--- src/rtl/hazard_controller.sv ---
`default_nettype none
// ============================================================================
//  Module      : hazard_controller
//  Description : Hazard unit for a 5-stage pipeline. It forwards operands,
//                stalls on load-use and flushes on taken branches. It holds
//                the whole pipeline while data memory is busy, and enters a
//                sticky error state when memory does not answer in time.
//  Ports       : clk, rst (async, active-low)
//                Rs1D/Rs2D, Rs1E/Rs2E/RdE, RdM/RdW   register indices
//                RegWriteM/W, ResultSrcE, PCSrcE      pipeline control
//                MemAccessM, MemReadyM                data-memory handshake
//                ForwardAE/BE, Stall*, Flush*         hazard controls
//                State, MemErr                        FSM state, sticky error
//                StallCnt, FlushCnt                   performance counters
//  Options     : HAZARD_PERF_CNT_EN enables the StallCnt/FlushCnt counters;
//                when it is undefined, both outputs tie to zero.
//  Revision    : 1.0 - initial release
// ============================================================================
module hazard_controller #(
    parameter int TIMEOUT = 16
) (
    input  logic        clk,
    input  logic        rst,
    input  logic [4:0]  Rs1D,
    input  logic [4:0]  Rs2D,
    input  logic [4:0]  Rs1E,
    input  logic [4:0]  Rs2E,
    input  logic [4:0]  RdE,
    input  logic [4:0]  RdM,
    input  logic [4:0]  RdW,
    input  logic        RegWriteM,
    input  logic        RegWriteW,
    input  logic        ResultSrcE,
    input  logic        PCSrcE,
    input  logic        MemAccessM,
    input  logic        MemReadyM,
    output logic [1:0]  ForwardAE,
    output logic [1:0]  ForwardBE,
    output logic        StallF,
    output logic        StallD,
    output logic        StallE,
    output logic        StallM,
    output logic        FlushD,
    output logic        FlushE,
    output logic        FlushW,
    output logic [2:0]  State,
    output logic        MemErr,
    output logic [31:0] StallCnt,
    output logic [31:0] FlushCnt
);

    typedef enum logic [2:0] {
        ST_RUN     = 3'b000,
        ST_LDSTALL = 3'b001,
        ST_BRFLUSH = 3'b010,
        ST_MEMWAIT = 3'b011,
        ST_ERROR   = 3'b100
    } state_t;

    localparam logic [8:0] C_TIMEOUT = 9'(TIMEOUT);

    state_t     state_q, state_d;
    logic [7:0] wait_cnt_q, wait_cnt_d;
    logic       mem_err_q;

    logic w_load_use;
    logic w_mem_busy;
    logic w_mem_stall;

    // Forwarding: the M-stage result is newer than W, so it wins.
    always_comb begin
        ForwardAE = 2'b00;
        ForwardBE = 2'b00;
        if (RegWriteM && RdM != 5'd0 && RdM == Rs1E)      ForwardAE = 2'b10;
        else if (RegWriteW && RdW != 5'd0 && RdW == Rs1E) ForwardAE = 2'b01;
        if (RegWriteM && RdM != 5'd0 && RdM == Rs2E)      ForwardBE = 2'b10;
        else if (RegWriteW && RdW != 5'd0 && RdW == Rs2E) ForwardBE = 2'b01;
    end

    assign w_load_use = ResultSrcE && (RdE != 5'd0) && (RdE == Rs1D || RdE == Rs2D);
    assign w_mem_busy = MemAccessM && !MemReadyM;

    // Inside MEMWAIT only MemReadyM ends the wait. ERROR freezes the pipe for good.
    always_comb begin
        w_mem_stall = w_mem_busy;
        if (state_q == ST_MEMWAIT) w_mem_stall = !MemReadyM;
        if (state_q == ST_ERROR)   w_mem_stall = 1'b1;
    end

    // Stall/flush outputs. Memory stalls beat branches, and branches beat load-use.
    always_comb begin
        StallF = 1'b0;
        StallD = 1'b0;
        StallE = 1'b0;
        StallM = 1'b0;
        FlushD = 1'b0;
        FlushE = 1'b0;
        FlushW = 1'b0;
        if (w_mem_stall) begin
            StallF = 1'b1;
            StallD = 1'b1;
            StallE = 1'b1;
            StallM = 1'b1;
            FlushW = 1'b1;
        end else if (PCSrcE) begin
            FlushD = 1'b1;
            FlushE = 1'b1;
        end else if (w_load_use) begin
            StallF = 1'b1;
            StallD = 1'b1;
            FlushE = 1'b1;
        end
    end

    // Next-state logic.
    always_comb begin
        state_d    = state_q;
        wait_cnt_d = wait_cnt_q;
        case (state_q)
            ST_RUN, ST_LDSTALL, ST_BRFLUSH: begin
                if (w_mem_busy) begin
                    state_d    = ST_MEMWAIT;
                    wait_cnt_d = 8'd0;
                end else if (PCSrcE) begin
                    state_d = ST_BRFLUSH;
                end else if (w_load_use) begin
                    state_d = ST_LDSTALL;
                end else begin
                    state_d = ST_RUN;
                end
            end
            ST_MEMWAIT: begin
                if (MemReadyM) begin
                    state_d = ST_RUN;
                end else begin
                    wait_cnt_d = wait_cnt_q + 8'd1;
                    if ({1'b0, wait_cnt_q} + 9'd1 >= C_TIMEOUT) state_d = ST_ERROR;
                end
            end
            ST_ERROR: state_d = ST_ERROR;
            default:  state_d = ST_RUN;
        endcase
    end

    always_ff @(posedge clk or negedge rst) begin
        if (!rst) begin
            state_q    <= ST_RUN;
            wait_cnt_q <= 8'd0;
            mem_err_q  <= 1'b0;
        end else begin
            state_q    <= state_d;
            wait_cnt_q <= wait_cnt_d;
            mem_err_q  <= (state_d == ST_ERROR);
        end
    end

    assign State  = state_q;
    assign MemErr = mem_err_q;

`ifdef HAZARD_PERF_CNT_EN
    logic [31:0] stall_cnt_q;
    logic [31:0] flush_cnt_q;

    always_ff @(posedge clk or negedge rst) begin
        if (!rst) begin
            stall_cnt_q <= 32'd0;
            flush_cnt_q <= 32'd0;
        end else begin
            if (StallF) stall_cnt_q <= stall_cnt_q + 32'd1;
            if (FlushE) flush_cnt_q <= flush_cnt_q + 32'd1;
        end
    end

    assign StallCnt = stall_cnt_q;
    assign FlushCnt = flush_cnt_q;
`else
    assign StallCnt = 32'd0;
    assign FlushCnt = 32'd0;
`endif

endmodule
`default_nettype wire

--- config.mk ---
export PLATFORM = sky130hd
export DESIGN_NAME = hazard_controller
export DESIGN_NICKNAME = d
export VERILOG_FILES = /design/src/rtl/hazard_controller.sv
export SDC_FILE = /design/constraint.sdc
export NUM_CORES = 1
export LEC_CHECK = 0
export ABC_AREA = 1
export BUFFER_PORTS_ARGS = -buffer_cell sky130_fd_sc_hd__buf_4
export CORE_UTILIZATION = 30
export DETAILED_ROUTE_END_ITERATION = 16
export GPL_TIMING_DRIVEN = 1
export SETUP_SLACK_MARGIN = 0.15
export SLEW_MARGIN = 20
export SYNTH_ARGS = -nofsm -noshare
export SYNTH_HDL_FRONTEND = slang
export SYNTH_SLANG_ARGS = --single-unit
--- constraint.sdc ---
create_clock -name clk -period 1.65 [get_ports clk]
set_input_delay 0.33 -clock clk [delete_from_list [all_inputs] [get_ports clk]]
set_output_delay 0.33 -clock clk [all_outputs]
set_load 0.01 [all_outputs]
==> metrics.md <==
| Metric | Value |
|---|---|
| Status | `complete, but fails checks` |
| Failing checks | `setup timing` |
| Crit path buf inv count | `1` |
| Die X | `76.9 µm` |
| First-pass GRT wire length | `6000 µm` |
| Register area share after synthesis | `17.8%` |
| Worst skew pair latency | `0.24 ns` |
| Worst Hold Launch | `PCSrcE` |
| Antenna violations before repair | `0` |
| Initial DRC count | `35` |
| Arrival @ worst endpoint | `1.34 ns` |
| Yosys cell types | `22` |
| CTS max path bufs | `2` |
| Fin. max-slew vios | `0` |
| Critical path launch point type | `flip-flop` |
| Clk root buf | `clkbuf_8` |
| Lkg Pwr | `1.27 nW` |
| CP max-delay cell | `dfrtp_2` |
| Total Wirelength | `4050 µm` |
| Starting density of the core | `32.1%` |
| Detail Placement HPWL | `3150 µm` |
| Startpoint of the worst setup timing path | `State[2]` |
| CTS tree | `yes` |
| Drt via density | `4.01` |
| Clock Skew | `0.00236 ns` |
| Overall routing resource usage | `12.4%` |
| # DRC | `0` |
| Mapped Area | `1680 µm²` |
| Worst EP required | `1.32 ns` |
| Critical path's largest stage delay | `0.44 ns` |
| DR vias | `1557` |
| Vias in the first global route | `1397` |
| Total core area | `5240 µm²` |
| Crit path cell chain | `nor3_4 -> nand2_2 -> nand3_4 -> o21bai_4 -> buf_6` |
| Power, Total | `0.000905 W` |
| VDD IR max | `0.220 mV` |
| Final worst slack | `-0.0191 ns` |
| Design area | `2310 µm²` |
| Top post-synthesis cells by area | `buf_4 (30%), dfrtp_1 (18%), nand2_1 (12%), inv_1 (6.5%), xnor2_1 (6.2%)` |
| Syn Area/Cell | `6.70 µm²` |
| Worst Path Max Fanout | `5` |
| Kind of critical path | `reg -> out` |
| Synth Register Bits | `12` |
| Yosys top cell by area | `buf_4` |
| Worst hold slack | `0.375 ns` |
| DRT antenna net count | `0` |
| Area after DPL | `1970 µm²` |
| Port bufs | `57` |
| FF-to-FF path depth | `10` |
| CTS Buf Count | `3` |
| Share of the synthesized area in the top cell type | `29.9%` |
| Worst hold stages | `3` |
| Die Span Y | `76.9 µm` |
| Hold crit path type | `in -> reg` |
| H-tree levels | `1` |
| Final Hold Vio Count | `0` |
| Max cap viols | `0` |
| I/O Pins | `122` |
| Global route overflow | `0` |
| Non-Filler Instances | `388` |
| Layout Nets | `364` |
| Crit. path cell count | `5` |
| Placed cell count | `376` |
| Part of the cycle the worst path needs | `101%` |
| RSZ-0062 raised after global routing | `true` |
| Clock Pin Slew Worst Setup and Hold Paths | `0.05 ns` |
| Pwr/cell area | `391 nW/µm²` |
| Layout area overhead | `37.4%` |
| Finish-stage setup viols | `2` |
| Critical Path Sink Type | `primary output` |
| Largest net degree at the start of global routing | `13` |
| Antenna Cells | `0` |
| Post-Route Utilization | `44.1%` |
| WL/cell | `10.4 µm` |
| Minimum clock period | `1.67 ns` |
| Yosys warns | `0` |
| GP Congestion | `0.852` |
| Post-Syn Instances | `251` |
| Worst flop-to-flop path startpoint | `wait_cnt_q[1]` |
| FP Rows | `26` |
| Layout cells sized above 1 | `32.7%` |
| Delay-heaviest family, CP | `flip-flops` |
| Clk sinks | `12` |
| Die area | `5910 µm²` |
| DR pass1 iterations | `4` |
| Max Clock Freq | `599 MHz` |
-- per-layer routing --
layer	track usage, %	wire length (µm)	up-vias
li1	-	-	784
met2	22.4	2110	81
met4	1.15	49	0
met3	4.64	399	6
met1	14.1	1490	686
met5	0	0	-
-- state kept, by name, summed over array words and instances (netlist names) --
register / flops
MemErr: 1
State: 3
wait_cnt_q: 8
-- metrics by stage --
step	worst slack [ns]	setup TNS [ns]
6_report	-0.0191	-0.0376
5_1_grt	-0.0922	-0.393
3_3_place_gp	0.0443	0
4_1_cts	-0.0361	-0.0694
2_1_floorplan	0.143	0
3_5_place_dp	0.0427	0
-- report_power, final --
part	internal, W	switching [W]	total [W]
registers	0.000295	0	0.000295
clock network	0.000170	0.000108	0.000278
logic	0.000144	0.000187	0.000332
total	0.000609	0.000295	0.000905
-- path summary, 6_finish.rpt --
check | endpoint | slack (ns)
min in group asynchronous | wait_cnt_q[5] | 0.47
setup reg to reg | MemErr | 0.22
setup / recovery | StallF | -0.02
hold / removal | State[1] | 0.37
max in group asynchronous | State[2] | 1.02
hold reg to reg | wait_cnt_q[6] | 0.59
-- cells in the final DEF, fill, tap and decap left out, types with 2 or more instances in the layout --
cell type	instances
nand3_2	3
buf_8	4
nor2_1	11
nand3_4	2
buf_4	50
clkbuf_8	3
conb_1	64
inv_2	3
xnor2_1	7
nor2_4	4
xnor2_2	5
o21ai_0	7
buf_6	12
nand2_1	51
inv_1	27
nand3_1	11
nand2_2	5
a21oi_1	6
nand4_1	4
xor2_1	9
nor2_2	3
dfrtp_1	11
nor4_4	2
-- final cells by class --
type | instances | area (µm²)
inverter | 30 | 113
fill | 530 | 2930
timing repair buffer | 67 | 581
clock buffer | 4 | 45.0
multi-input combinational | 205 | 1180
tap | 70 | 87.6
sequential | 12 | 302
-- Yosys cell counts --
cell type / count
nor3_1: 2
inv_2: 1
xor2_1: 10
nand3_2: 1
a21oi_1: 7
inv_1: 29
o21ai_0: 9
dfrtp_1: 12
nor3_4: 1
xnor2_1: 12
nand2_2: 4
o32ai_1: 1
nand4_1: 4
buf_4: 67
o21bai_1: 1
nor2_1: 13
ha_1: 2
conb_1: 1
nand2_1: 52
nor2_2: 5
nand3_1: 15
nor4_1: 2
-- kinds of logic after synthesis --
group                      count (synthesis)  synth area share [%]
buffers and inverters                     97                  36.6
adders and majority gates                  2                  1.49
and+or+nand+nor                           99                  26.7
other                                      1                 0.223
DFF                                       12                  17.8
xor gates and xnor gates                  22                  11.4
AOI/OAI and AO/OA                         18                  5.72
-- tightest hold or removal path: cells and delay by family --
family                 cells  cell delay (ns)
buffers and inverters      1             0.11
AND/OR/NAND/NOR            1             0.06
AO/OA/AOI/OAI              1             0.08
-- what timing repair did --
| action | CTS | global route |
|---|---|---|
| resized for setup | 18 | 32 |
| pin swaps | 8 | 15 |
| hold endpoints to repair | 12 | 0 |
| setup endpoints to repair | 11 | 17 |
| hold buffers | 1 | 0 |
| buffers inserted | 4 | 3 |
Power figures use the tool's default switching activity.
